### config.mk
export PLATFORM = sky130hd
export DESIGN_NAME = btn_conditioner
export DESIGN_NICKNAME = d
export VERILOG_FILES = /design/src/rtl/btn_conditioner.sv
export SDC_FILE = /design/constraint.sdc
export NUM_CORES = 1
export LEC_CHECK = 0
export CAP_MARGIN = 20
export CORE_MARGIN = 2
export CORE_UTILIZATION = 62
export DETAILED_ROUTE_END_ITERATION = 10
export PLACE_DENSITY = 0.85
export SLEW_MARGIN = 25
export SYNTH_ARGS = -nofsm -noshare
export SYNTH_HDL_FRONTEND = slang
export SYNTH_SLANG_ARGS = --single-unit
### constraint.sdc
create_clock -name clk -period 2.5 [get_ports clk]
set_input_delay 0.375 -clock clk [delete_from_list [all_inputs] [get_ports clk]]
set_output_delay 0.375 -clock clk [all_outputs]
set_load 0.01 [all_outputs]
### src/rtl/btn_conditioner.sv
// Push-button front-end: per-bit 2-flop synchroniser, debounce FSM and
// optional auto-repeat on the direction buttons. Outputs are registered.
//
// state     | meaning
// ----------+----------------------------------------------------------
// ST_IDLE   | level 0, input stable low
// ST_ARM    | level 0, input high, counting towards acceptance
// ST_HELD   | level 1, counting the initial repeat delay (or saturated)
// ST_REPEAT | level 1, auto-repeat running at REPEAT_RATE
// ST_DISARM | level 1, input low, counting towards release
module btn_conditioner #(
    parameter int DEBOUNCE_CYC = 1000000,
    parameter int REPEAT_DLY   = 50000000,
    parameter int REPEAT_RATE  = 15000000,
    parameter int CNT_W        = 26
) (
    input  logic       clk,
    input  logic       rst,
    input  logic [4:0] btn_raw,
    input  logic       rpt_en,
    output logic [4:0] btn_level,
    output logic [4:0] btn_press,
    output logic [4:0] btn_release
);

    typedef enum logic [2:0] {
        ST_IDLE,
        ST_ARM,
        ST_HELD,
        ST_REPEAT,
        ST_DISARM
    } state_e;

    localparam logic [CNT_W-1:0] DEB_TC  = CNT_W'(DEBOUNCE_CYC - 1);
    localparam logic [CNT_W-1:0] DLY_TC  = CNT_W'(REPEAT_DLY - 1);
    localparam logic [CNT_W-1:0] RATE_TC = CNT_W'(REPEAT_RATE - 1);
    localparam logic [CNT_W-1:0] CNT_ONE = CNT_W'(1);

    logic [4:0]       meta_q, meta_d;
    logic [4:0]       sync_q, sync_d;
    state_e           state_q [5];
    state_e           state_d [5];
    logic [CNT_W-1:0] cnt_q   [5];
    logic [CNT_W-1:0] cnt_d   [5];
    logic [4:0]       level_q, level_d;
    logic [4:0]       press_q, press_d;
    logic [4:0]       release_q, release_d;

    always_comb begin
        meta_d = btn_raw;
        sync_d = meta_q;
    end

    always_comb begin
        level_d   = level_q;
        press_d   = '0;
        release_d = '0;
        for (int i = 0; i < 5; i++) begin
            state_d[i] = state_q[i];
            cnt_d[i]   = cnt_q[i];
            case (state_q[i])
                ST_IDLE: begin
                    if (sync_q[i]) begin
                        state_d[i] = ST_ARM;
                        cnt_d[i]   = CNT_ONE;
                    end else begin
                        cnt_d[i] = '0;
                    end
                end
                ST_ARM: begin
                    if (!sync_q[i]) begin
                        state_d[i] = ST_IDLE;
                        cnt_d[i]   = '0;
                    end else if (cnt_q[i] == DEB_TC) begin
                        state_d[i] = ST_HELD;
                        level_d[i] = 1'b1;
                        press_d[i] = 1'b1;
                        cnt_d[i]   = '0;
                    end else begin
                        cnt_d[i] = cnt_q[i] + CNT_ONE;
                    end
                end
                ST_HELD: begin
                    if (!sync_q[i]) begin
                        state_d[i] = ST_DISARM;
                        cnt_d[i]   = CNT_ONE;
                    end else if ((i != 0) && rpt_en && (cnt_q[i] == DLY_TC)) begin
                        state_d[i] = ST_REPEAT;
                        press_d[i] = 1'b1;
                        cnt_d[i]   = '0;
                    end else if (cnt_q[i] != DLY_TC) begin
                        // Saturates at the delay terminal count so a later rpt_en fires at once
                        cnt_d[i] = cnt_q[i] + CNT_ONE;
                    end
                end
                ST_REPEAT: begin
                    if (!sync_q[i]) begin
                        state_d[i] = ST_DISARM;
                        cnt_d[i]   = CNT_ONE;
                    end else if (!rpt_en) begin
                        state_d[i] = ST_HELD;
                        cnt_d[i]   = DLY_TC;
                    end else if (cnt_q[i] == RATE_TC) begin
                        press_d[i] = 1'b1;
                        cnt_d[i]   = '0;
                    end else begin
                        cnt_d[i] = cnt_q[i] + CNT_ONE;
                    end
                end
                ST_DISARM: begin
                    if (sync_q[i]) begin
                        state_d[i] = ST_HELD;
                        cnt_d[i]   = '0;
                    end else if (cnt_q[i] == DEB_TC) begin
                        state_d[i]   = ST_IDLE;
                        level_d[i]   = 1'b0;
                        release_d[i] = 1'b1;
                        cnt_d[i]     = '0;
                    end else begin
                        cnt_d[i] = cnt_q[i] + CNT_ONE;
                    end
                end
                default: begin
                    state_d[i] = ST_IDLE;
                    level_d[i] = 1'b0;
                    cnt_d[i]   = '0;
                end
            endcase
        end
    end

    always_ff @(posedge clk) begin
        if (rst) begin
            meta_q    <= '0;
            sync_q    <= '0;
            level_q   <= '0;
            press_q   <= '0;
            release_q <= '0;
            for (int i = 0; i < 5; i++) begin
                state_q[i] <= ST_IDLE;
                cnt_q[i]   <= '0;
            end
        end else begin
            meta_q    <= meta_d;
            sync_q    <= sync_d;
            level_q   <= level_d;
            press_q   <= press_d;
            release_q <= release_d;
            for (int i = 0; i < 5; i++) begin
                state_q[i] <= state_d[i];
                cnt_q[i]   <= cnt_d[i];
            end
        end
    end

    assign btn_level   = level_q;
    assign btn_press   = press_q;
    assign btn_release = release_q;

endmodule

==> out/metrics.cfg, run 1 <==
[status]
outcome=completed

[sta]
whs_ps=248
period_share=0.959
setup_viol=0
rsz0062_at_grt=false
fmaxAchievable_ghz=0.417
finalHoldViolations=0
slew_viol_final=0
worstMarginPinSlew_ps=620
final.setup_skew_ps=11.3
tns_ps=0
slew_headroom=0.581
period_needed_ps=2400

[worst_hold_path]
min_path_cells=2
hp-class=primary input to register
worst_hold_path.endpoint=meta_q[0]
worstHoldStart=rst

[logic_synthesis]
ys_types=80
yosysTopAreaCell=dfxtp_1
synth_nets=1156
synth_enable_flop_cells=0
yosysSeqAreaShare=0.367
synth_top_area_share=0.367
yosys_warnings=0
syn_inst=1140
synth_top_cells_by_count=dfxtp_1 (170), nand2_1 (92), nor2_1 (89)
synth.most_common_cell=dfxtp_1
avgSynthCellArea_sq_um=8.13
synth_area_leaders=dfxtp_1 (37%), xor2_1 (6.2%), xnor2_1 (4.4%), nand4_1 (3.8%), nand3_1 (3.8%)
mappedNetlistArea_sq_mm=0.00927
async_flop_share=0
ys.flop_type=dfxtp_1
synth-seq-cells=170

[clocking]
cts_max_path_buffers=2
cts_buffers=17
clkTransAtPathRegs_ps=70
clkSinkCount=170
ctsHoldBuffers=0
htreeDepth=4
cts_root_buffer=clkbuf_16
cts_setup_buffers=0
tritoncts=done
insertion_delay_ps=430

[grt]
antenna_found_initial=0
grt_pass1_wl_um=38400
grt_usage=0.287
grt_pass1_vias=8104
grt_max_degree=42
grt_overflow=0

[detailed_routing]
first_iter_violations=799
dr_total_vias=8790
drt_wl_total_um=22700
routedWlPerCell_um=16.5
antenna_left=0
viasPerCell=6.40
drc=0
drt-pass1-iter-count=6

[power]
p_comb_frac=0.025
powerDensity_mw_per_mm2=536
switching_share=0.219
p_leak_nw=3.40
p_clk_frac=0.487
peakVddDrop_mv=0.542
power.internal_mw=4.39
switchingPower_mw=1.23
power_frac_seq=0.488

[setup_path]
critPathMaxStageDelay_ps=580
rr_startpoint=cnt_q[0][52]
crit_start=cnt_q[0][52]
slowest_stage=or4_4
cp.required_ps=2830
reg2reg_to=btn_level[2]
crit_arrival_ps=2720
r2r_slack_ps=100
start_kind=register
cp_cell_sequence=ha_1 -> nand3_1 -> or4_4 -> or3_1 -> mux2i_1 -> o41ai_1
cp_max_fo=7
reg2reg_depth=6
path_delay_family=simple AND/OR/NAND/NOR gates
end_kind=register
setup.worst_path.class=register to register
crit_buf_inv=0

[layout]
nets=1192
synthToLayoutAreaGrowth_pct=13.2
stdcell_area_sq_mm=0.0105
antenna_cells=0
fin_cells=1373
drive_gt1_frac=0.0967

[run]
max-cap-violations=0

[placed_design]
port_buffers=22
place_area_sq_mm=0.00984
gp_congestion=0.940
placed_cells=1341
place_hpwl_um=15700

[floorplan]
chipHeight_um=126
io_pins=23
fp.dieArea_sq_mm=0.0159
die_w_um=126
initial_core_util=0.635
rows=44
coreArea_sq_mm=0.0146

-- kinds of logic (layout without fill, tap and decap cells) --
logic type / after synthesis / count (layout) / synth area share
compound gates: 207 / 207 / 0.147
xor+xnor: 113 / 113 / 0.107
fa+ha+maj: 8 / 8 / 0.0108
buf+inv: 83 / 132 / 0.0378
flops: 170 / 170 / 0.367
mux: 4 / 4 / 0.00445
simple gates: 555 / 555 / 0.326
-- cell type report --
cell class | instances | area (sq um)
clock inverters | 12 | 165
inverters | 29 | 109
fillers | 1063 | 4100
multi-input cells | 887 | 5550
flip-flops and latches | 170 | 3400
clock buffers | 20 | 447
repair buffers | 71 | 583
well taps | 184 | 230
-- flip-flops by register name, summed over array words and instances (netlist names) --
register	cells
btn_level	5
meta_q	5
cnt_q	130
btn_press	5
state_q	15
sync_q	5
btn_release	5
-- metrics by stage --
step	utilization	worst slack, ps	total power [mW]
2_1_floorplan	-	179	2.88
3_3_place_gp	0.675	172	2.94
3_5_place_dp	0.675	81.2	2.94
4_1_cts	0.717	76.2	5.64
5_1_grt	0.719	5.15	5.78
6_report	0.719	103	5.62
-- power by group through the flow --
stage               registers, mW  logic, mW  clock network [mW]
global placement             2.80      0.134                   0
global route                 2.75      0.152                2.88
detailed placement           2.81      0.137                   0
floorplan                    2.80     0.0865                   0
finish                       2.74      0.139                2.74
CTS                          2.74      0.137                2.76
-- layout by cell type, fill, tap and decap left out, drive strengths merged, types with 10 or more instances in the layout --
master           n
clkbuf          20
nor4            23
or3             15
xnor2           47
and2            12
and3            36
nor2b           17
or4             10
o31ai           10
nor2            89
nand3           70
clkdlybuf4s50   21
a21oi           70
and4            17
dfxtp          170
a31oi           12
nor3            66
nand2           92
nand4           57
o21ai           42
buf             50
a21boi          11
xor2            66
inv             32
-- how the worst max path moves through the flow --
stage	depth (start not counted)	endpoint	slack (ps)
floorplan	10	cnt_q[0][100]	180
global placement	8	cnt_q[0][51]	170
global route	6	btn_level[2]	5
detailed placement	8	cnt_q[0][48]	80
finish	6	btn_level[2]	100
CTS	8	cnt_q[0][43]	80
-- what timing repair did --
action / CTS / global route
endpoints found under the setup margin: 0 / 29
hold endpoints to repair: 0 / 0
gates resized for setup: 0 / 6
-- routing by layer --
layer | track usage | routed length [um] | part of all wire
met5 | 0 | 0 | 0
met4 | 0.105 | 633 | 0.028
met3 | 0.0586 | 1520 | 0.067
met2 | 0.476 | 10800 | 0.47
met1 | 0.372 | 9780 | 0.43
Note: power is estimated with default switching activity, not from simulation.
==> run 2, diff against run 1 <==
--- a/config.mk
+++ b/config.mk
@@ -7,9 +7,10 @@
 export LEC_CHECK = 0
 export CAP_MARGIN = 20
 export CORE_MARGIN = 2
-export CORE_UTILIZATION = 62
+export CORE_UTILIZATION = 40
+export CTS_CLUSTER_SIZE = 30
 export DETAILED_ROUTE_END_ITERATION = 10
-export PLACE_DENSITY = 0.85
+export PLACE_DENSITY = 0.61
 export SLEW_MARGIN = 25
 export SYNTH_ARGS = -nofsm -noshare
 export SYNTH_HDL_FRONTEND = slang
==> run 2 against run 1 <==
Net effect:
- non-clock buffer count grew 14
- sequential share of layout area shrank 0.45 points
- clock-buffer cell count grew 2
==> out/metrics.cfg, run 2 (same netlist as run 1, synthesis figures left out) <==
[status]
outcome=completed  ; unchanged

[layout]
layout_commonest_cell=dfxtp_1  ; unchanged
nets=1206  ; was 1192
antenna_cells=0  ; unchanged
final_util=0.468  ; was 0.719
reg.largest.list=cnt_q: 130 flops, state_q: 15 flops  ; unchanged
fillCellCount=2232  ; was 1063
final_cell_mix=dfxtp_1 (170), nand2_1 (92), nor2_1 (89), nand3_1 (70), a21oi_1 (69)  ; was dfxtp_1 (170), nand2_1 (92), nor2_1 (89), nand3_1 (69), a21oi_1 (69)
largest_register=cnt_q  ; unchanged
synthToLayoutAreaGrowth_pct=14.8  ; was 13.2%
largest_reg_flops=130  ; unchanged
drive_gt1_frac=0.104  ; was 0.0967

[detailed_routing]
first_iter_violations=492  ; was 799
dr_total_vias=8497  ; was 8790
drc=0  ; unchanged
antenna_left=0  ; unchanged
drt-pass1-iter-count=5  ; was 6
routedWlPerCell_um=15.2  ; was 16.5 um
viasPerCell=5.71  ; was 6.40
drt_wl_total_um=22700  ; about the same

[worst_hold_path]
hp-class=register to register  ; was primary input to register
worst_hold_path.endpoint=sync_q[3]  ; was meta_q[0]
min_path_cells=1  ; was 2
worstHoldStart=meta_q[3]  ; was rst

[clocking]
cts_root_buffer=clkbuf_16  ; unchanged
clkSinkCount=170  ; unchanged
tritoncts=done  ; unchanged
cts_max_path_buffers=2  ; unchanged
cts_buffers=17  ; unchanged
insertion_delay_ps=420  ; was 430 ps
clkTransAtPathRegs_ps=70  ; about the same
htreeDepth=4  ; unchanged

[sta]
period_needed_ps=2380  ; was 2400 ps
period_share=0.953  ; was 0.959
rsz0062_at_grt=false  ; unchanged
final.setup_skew_ps=13.0  ; was 11.3 ps
tns_ps=0  ; unchanged
finalHoldViolations=0  ; unchanged
fmaxAchievable_ghz=0.420  ; was 0.417 GHz
slew_viol_final=0  ; unchanged
whs_ps=437  ; was 248 ps
worstMarginPinSlew_ps=619  ; was 620 ps
setup_viol=0  ; unchanged
slew_headroom=0.582  ; was 0.581

[power]
p_comb_frac=0.027  ; was 0.025
switching_share=0.225  ; was 0.219
powerDensity_mw_per_mm2=501  ; was 536 mW/mm^2
switchingPower_mw=1.20  ; was 1.23 mW
peakVddDrop_mv=0.260  ; was 0.542 mV
p_clk_frac=0.458  ; was 0.487
p_leak_nw=3.45  ; was 3.40 nW
power.internal_mw=4.13  ; was 4.39 mW
power_frac_seq=0.514  ; was 0.488

[setup_path]
start_kind=register  ; unchanged
r2r_slack_ps=120  ; was 100 ps
cp_max_fo=6  ; was 7
setup.worst_path.class=register to register  ; unchanged
end_kind=register  ; unchanged
crit_arrival_ps=2700  ; was 2720 ps
reg2reg_to=btn_level[2]  ; unchanged
cp.required_ps=2810  ; was 2830 ps
rr_startpoint=cnt_q[0][67]  ; was cnt_q[0][52]
reg2reg_depth=5  ; was 6

[run]
max-cap-violations=0  ; unchanged

[placed_design]
gp_congestion=0.897  ; was 0.940
port_buffers=22  ; unchanged
place_hpwl_um=16400  ; was 15700 um

[floorplan]
io_pins=23  ; unchanged
initial_core_util=0.408  ; was 0.635
chipHeight_um=156  ; was 126 um
fp.dieArea_sq_mm=0.0244  ; was 0.0159 sq mm
coreArea_sq_mm=0.0227  ; was 0.0146 sq mm
die_w_um=156  ; was 126 um
rows=55  ; was 44

[grt]
grt_overflow=0  ; unchanged
grt_pass1_wl_um=38200  ; was 38400 um
antenna_found_initial=0  ; unchanged
grt_pass1_vias=7934  ; was 8104
grt_max_degree=33  ; was 42
grt_usage=0.189  ; was 0.287

-- run 2: power by group through the flow --
stage,sequential (mW),combinational [mW],clock (mW)
2_1_floorplan,2.80,0.0865,0
3_3_place_gp,2.80,0.143,0
3_5_place_dp,2.80,0.144,0
4_1_cts,2.74,0.145,2.50
5_1_grt,2.74,0.161,2.62
6_report,2.74,0.145,2.44
-- run 2: layer usage --
layer	wire length [um]	track usage	up-vias	part of all wire
met2	10500	0.309	178	0.46
met3	849	0.0332	27	0.037
li1	-	-	4281	-
met1	11000	0.256	4011	0.49
met5	0	0	-	0
met4	274	0.0572	0	0.012
-- run 2: stage by stage --
step                std cells  power, mW  setup WS [ps]  cell area [sq um]
floorplan                1140       2.88            179               9270
global placement         1454       2.95           66.8              10100
detailed placement       1454       2.95          -10.2              10100
CTS                      1486       5.39           90.3              10600
global route             1488       5.52           4.31              10600
finish                   1488       5.33            118              10600
-- run 2: final cells by class --
type | count | area (sq um) | share of cell area
multi-input combinational | 887 | 5540 | 0.521
sequential | 170 | 3400 | 0.320
timing repair buffer | 85 | 688 | 0.0647
clock buffer | 22 | 474 | 0.0446
tap | 285 | 357 | 0.0335
inverter | 29 | 109 | 0.0102
clock inverter | 10 | 70.1 | 0.00659
-- run 2: repair_timing --
item                                   in CTS  in global routing
setup endpoints to repair                   0                 17
buffers inserted                            0                  2
gates resized for setup                     0                  3
hold buffers                                0                  0
endpoints found under the hold margin       0                  0
-- run 2: worst max-delay path by stage --
stage,start,end,slack [ps],cells after the start
after floorplan,cnt_q[0][78],cnt_q[0][100],180,10
after global placement,rpt_en,cnt_q[0][121],70,6
after detailed placement,rpt_en,cnt_q[0][121],-10,6
after CTS,cnt_q[0][26],cnt_q[0][27],90,9
after global routing,cnt_q[0][79],cnt_q[0][80],4,8
final,cnt_q[0][67],btn_level[2],120,5
-- run 2: critical path, stage by stage, from the launching register on --
cell and delay [ps]:
dfxtp_1 370, or4_1 540, or4_4 460, or3_1 500
mux2i_1 160, o41ai_1 240
==> edit 1 (settings of run 1) <==
The output `btn_release` loses its register stage (`release_q` becomes a continuous assignment).
--- a/src/rtl/btn_conditioner.sv
+++ b/src/rtl/btn_conditioner.sv
@@ -135,7 +135,6 @@
             sync_q    <= '0;
             level_q   <= '0;
             press_q   <= '0;
-            release_q <= '0;
             for (int i = 0; i < 5; i++) begin
                 state_q[i] <= ST_IDLE;
                 cnt_q[i]   <= '0;
@@ -145,7 +144,6 @@
             sync_q    <= sync_d;
             level_q   <= level_d;
             press_q   <= press_d;
-            release_q <= release_d;
             for (int i = 0; i < 5; i++) begin
                 state_q[i] <= state_d[i];
                 cnt_q[i]   <= cnt_d[i];
@@ -153,6 +151,8 @@
         end
     end
 
+    assign release_q = release_d;
+
     assign btn_level   = level_q;
     assign btn_press   = press_q;
     assign btn_release = release_q;
Check against the original RTL: no difference found for any inputs over 4 cycles, from zero or initial values and one cycle with rst high; that may be too few to reach the edited logic, so the function may still have changed.
==> edit 1 against run 1 <==
- worst setup slack worse by 61 ps
- sequential cell count is 5 lower
- cell area is 5.5% higher
- routed wire length is 12% higher
- area after synthesis is 0.57% lower
- power is 2.4% lower
- die area is 0.55% lower
- largest cell class unchanged
==> edit 1: results (changes against run 1) <==
[outcome]
status = complete, no violations

[drt]
via_per_inst = 6.53  ; +2.0%
drt-total-wl_um = 25400  ; +12%
dr.first_iter.drc_count = 1028  ; +29%

[global_routing]
grt_pass1_wl_um = 41800  ; +8.8%
grt_pass1_vias = 8757  ; +8.1%
grt_use_total = 0.315  ; +0.0281
grt_max_degree = 43  ; +2.4%

[synth]
syn-num-nets = 1154  ; -0.17%
ys_top_cells_by_area = dfxtp_1 36%, xor2_1 6.0%, xnor2_1 4.7%
ys_top_cells_by_count = 165 x dfxtp_1, 112 x nor2_1, 93 x nand2_1, 76 x a21oi_1, 63 x xor2_1
synth_cell_types = 83  ; +3.8%
yosysSeqAreaShare = 0.358  ; -0.00877
ys_async_sr_fraction = 0  ; unchanged

[timing]
worst_slew_pin_slew_ps = 583  ; -37.4 ps
finClkSkew_ps = 15.5  ; +4.18 ps

[hold_path]
min_from = meta_q[2]$_SDFF_PP0_
hp-class = flop to flop

[layout]
final_nets = 1252  ; +5.0%
layout-drive-gt1-share = 0.181  ; +0.0844

[power]
power_leakage_uw = 0.00366  ; +7.7%
ir_worst_vdd_mv = 0.484  ; -11%
p_sw_uw = 1180  ; -3.9%

[placement]
gp_congestion = 1.01  ; +6.9%
dpl.hpwl_um = 17200  ; +9.6%
portBuffers = 22  ; unchanged

[setup_path]
cp_max_fo = 9  ; +2
cp.arrival_ps = 2790  ; +70 ps
cp_slowest_cell = or4_1
startpoint = cnt_q[0][59]$_SDFFE_PP0P_

[clocking]
clock_latency_ps = 430  ; about the same

## edit 1: final cells by class
class | instances | area, um2
timing repair buffer | 132 | 1040
sequential | 165 | 3320
multi-input combinational | 895 | 5790
fill | 1059 | 3470
clock buffer | 22 | 454
inverter | 25 | 93.8
tap | 184 | 230
clock inverter | 9 | 126
## edit 1: power by group through the flow
stage	sequential (uW)	clock, uW	combinational [uW]
after floorplan	2720	0	99.6
after global placement	2720	0	160
after detailed placement	2730	0	163
after CTS	2670	2660	165
after global routing	2670	2780	185
final	2670	2650	170
## edit 1: through the flow
stage	setup TNS, ps	setup WS [ps]	cell area (um2)	cells	util
after CTS	-77.3	-77.3	10900	1429	0.752
final	0	42.5	11100	1432	0.761
after floorplan	0	94.7	9220	1138	-
after global routing	-76.7	-35.5	11100	1432	0.761
after global placement	-86.3	-86.3	10200	1398	0.705
after detailed placement	-233	-157	10200	1398	0.705
## edit 1: cell families after synthesis
logic type               synth area share
flip-flops                          0.358
buffers and inverters              0.0373
multiplexers                      0.00597
XOR/XNOR                            0.106
AND/OR/NAND/NOR                     0.340
AO/OA/AOI/OAI                       0.141
adder cells (fa/ha/maj)            0.0109
## edit 1: worst max-delay path: cells and delay by family, from the launching register on
kind / cells / cell delay, ps
AO/OA/AOI/OAI: 3 / 890
buffers and inverters: 1 / 170
flip-flops: 1 / 330
AND/OR/NAND/NOR: 3 / 970
## edit 1: final timing paths
check | end | slack (ps) | depth (start not counted)
max | state_q[0][6]$_SDFFE_PP0P_ | 40 | 7
min reg2reg | sync_q[2]$_SDFF_PP0_ | 440 | 1
max reg2reg | state_q[0][6]$_SDFFE_PP0P_ | 40 | 7
min | sync_q[2]$_SDFF_PP0_ | 440 | 1
## edit 1: layer usage
metal,track usage,wire (um),up-vias
li1,-,-,4378
met1,0.421,10800,4425
met2,0.508,11800,478
met3,0.0752,2190,74
met4,0.0970,578,0
met5,0,0,-
## edit 1: what timing repair did
| item | in CTS | in global routing |
|---|---|---|
| hold buffers | 0 | 0 |
| pin swaps | 5 | 14 |
| setup endpoints to repair | 24 | 89 |
| cloned | 0 | 1 |
| setup buffers | 0 | 3 |
| resized for setup | 32 | 42 |
==> edit 2 (flow settings as in run 1) <==
Without the edit above. Set the parameter `CNT_W` to 30 (it was 26).
--- a/src/rtl/btn_conditioner.sv
+++ b/src/rtl/btn_conditioner.sv
@@ -12,7 +12,7 @@
     parameter int DEBOUNCE_CYC = 1000000,
     parameter int REPEAT_DLY   = 50000000,
     parameter int REPEAT_RATE  = 15000000,
-    parameter int CNT_W        = 26
+    parameter int CNT_W        = 30
 ) (
     input  logic       clk,
     input  logic       rst,
Formal check against the unedited RTL: same outputs for any inputs over 4 cycles, from zero or initial values and one cycle with rst high; that may be too few to reach the edited logic, so the function may still have changed.
==> edit 2 against run 1 <==
- cell area grew 8.7%
- sequential cell count up 20
- power up 4.7%
- clock power fell by 1%
- largest power group unchanged
- area after synthesis grew 8.4%
- critical path type unchanged
- largest cell class unchanged
- routed wire length is 4.2% higher
- worst setup slack improved by 3.9 ps
==> edit 2: results (changes against run 1) <==
[outcome]
status = complete, no violations

[layout]
final_nets = 1266  ; +6.2%
top_regs = cnt_q (150), state_q (15)
n_antenna_cell = 0  ; unchanged
final_cells = 1482  ; +7.9%
nFillCells = 1228  ; +16%
layout-drive-gt1-share = 0.0979  ; +0.00123

[drt]
dr.first_iter.drc_count = 708  ; -11%
vias = 9024  ; +2.7%
routedWlPerCell_um = 16.0  ; -3.5%
drt_pass1_iterations = 5  ; -1

[synth]
synth_compound_area_frac = 0.138  ; -0.00891
synth_cell_types = 86  ; +7.5%
synthFlopType = dfxtp_1
syn-num-nets = 1221  ; +5.6%
ys_top_cells_by_count = 190 x dfxtp_1, 145 x nor2_1, 84 x xor2_1, 77 x nand2_1, 73 x nand3_1
synth_xor_area_frac = 0.119  ; +0.0117
synth_fa_ha_area_frac = 0.00622  ; -0.00457
ys_top_cells_by_area = dfxtp_1 38%, xor2_1 7.3%, nor2_1 5.4%
synth.mux.area_fraction = 0.00510  ; +0.000650
ys_async_sr_fraction = 0  ; unchanged
yosysSeqAreaShare = 0.378  ; +0.0113
synth_cells = 1208  ; +6.0%

[setup_path]
cp.arrival_ps = 2700  ; -20 ps
critPathMaxStageDelay_ps = 520  ; -60 ps
cp_max_fo = 16  ; +9
cp_slowest_cell = or4b_1

[timing]
max_slew_margin = 0.516  ; -0.0646
finClkSkew_ps = 14.2  ; +2.82 ps

[power]
ir_worst_vdd_mv = 0.617  ; +14%
power_leakage_uw = 0.00371  ; +9.2%

[global_routing]
grt_pass1_wl_um = 39700  ; +3.5%
antenna_found_initial = 0  ; unchanged
grt_pass1_vias = 8364  ; +3.2%
grt_use_total = 0.272  ; -0.0148
grt_max_degree = 54  ; +29%

[placement]
post-place-ws_ps = 94.7  ; +13.5 ps
place_inst = 1447  ; +7.9%
dpl.hpwl_um = 16000  ; +2.0%
gp_congestion = 0.922  ; -1.9%

[clocking]
cts_made_buffers = 17  ; unchanged
cts-htree-levels = 4  ; unchanged
clk_pin_slew_ps = 70  ; about the same

[hold_path]
hp-class = input pin to flop

-- edit 2: layout make-up --
class | count | area, um2 | share of cell area
timing repair buffer | 80 | 742 | 0.0651
tap | 216 | 270 | 0.0237
clock buffer | 20 | 447 | 0.0392
clock inverter | 12 | 135 | 0.0118
inverter | 30 | 113 | 0.00987
multi-input combinational | 934 | 5890 | 0.517
sequential | 190 | 3800 | 0.334
-- edit 2: metal layers --
metal,GRT usage,wire [um],share of wire
met5,0,0,0
met4,0.0785,320,0.014
met3,0.0505,1270,0.054
met2,0.441,11200,0.47
met1,0.373,10900,0.46
-- edit 2: power by group --
group | leakage (uW) | switching [uW] | internal, uW | total, uW
registers | 0.00153 | 21.4 | 3040 | 3060
logic | 0.00190 | 76.0 | 54.9 | 131
clock network | 0.000285 | 1190 | 1510 | 2700
-- edit 2: timing repair --
action | in CTS | in global routing
buffers inserted | 0 | 3
resized for setup | 0 | 5
endpoints found under the setup margin | 0 | 86
-- edit 2: final timing paths --
path                                           startpoint                        end  slack, ps  cells after the start
worst max-delay path            cnt_q[0][15]$_SDFFE_PP0P_   cnt_q[0][4]$_SDFFE_PP0P_        110                      7
worst max register to register  cnt_q[0][15]$_SDFFE_PP0P_   cnt_q[0][4]$_SDFFE_PP0P_        110                      7
worst min-delay path                                  rst  cnt_q[0][33]$_SDFFE_PP0P_        420                      3
worst min register to register       meta_q[0]$_SDFF_PP0_       sync_q[0]$_SDFF_PP0_        440                      1
-- edit 2: stage by stage --
step	util	cell area (um2)
3_3_place_gp	0.677	10800
5_1_grt	0.718	11400
3_5_place_dp	0.677	10800
4_1_cts	0.713	11300
6_report	0.718	11400
2_1_floorplan	-	10100
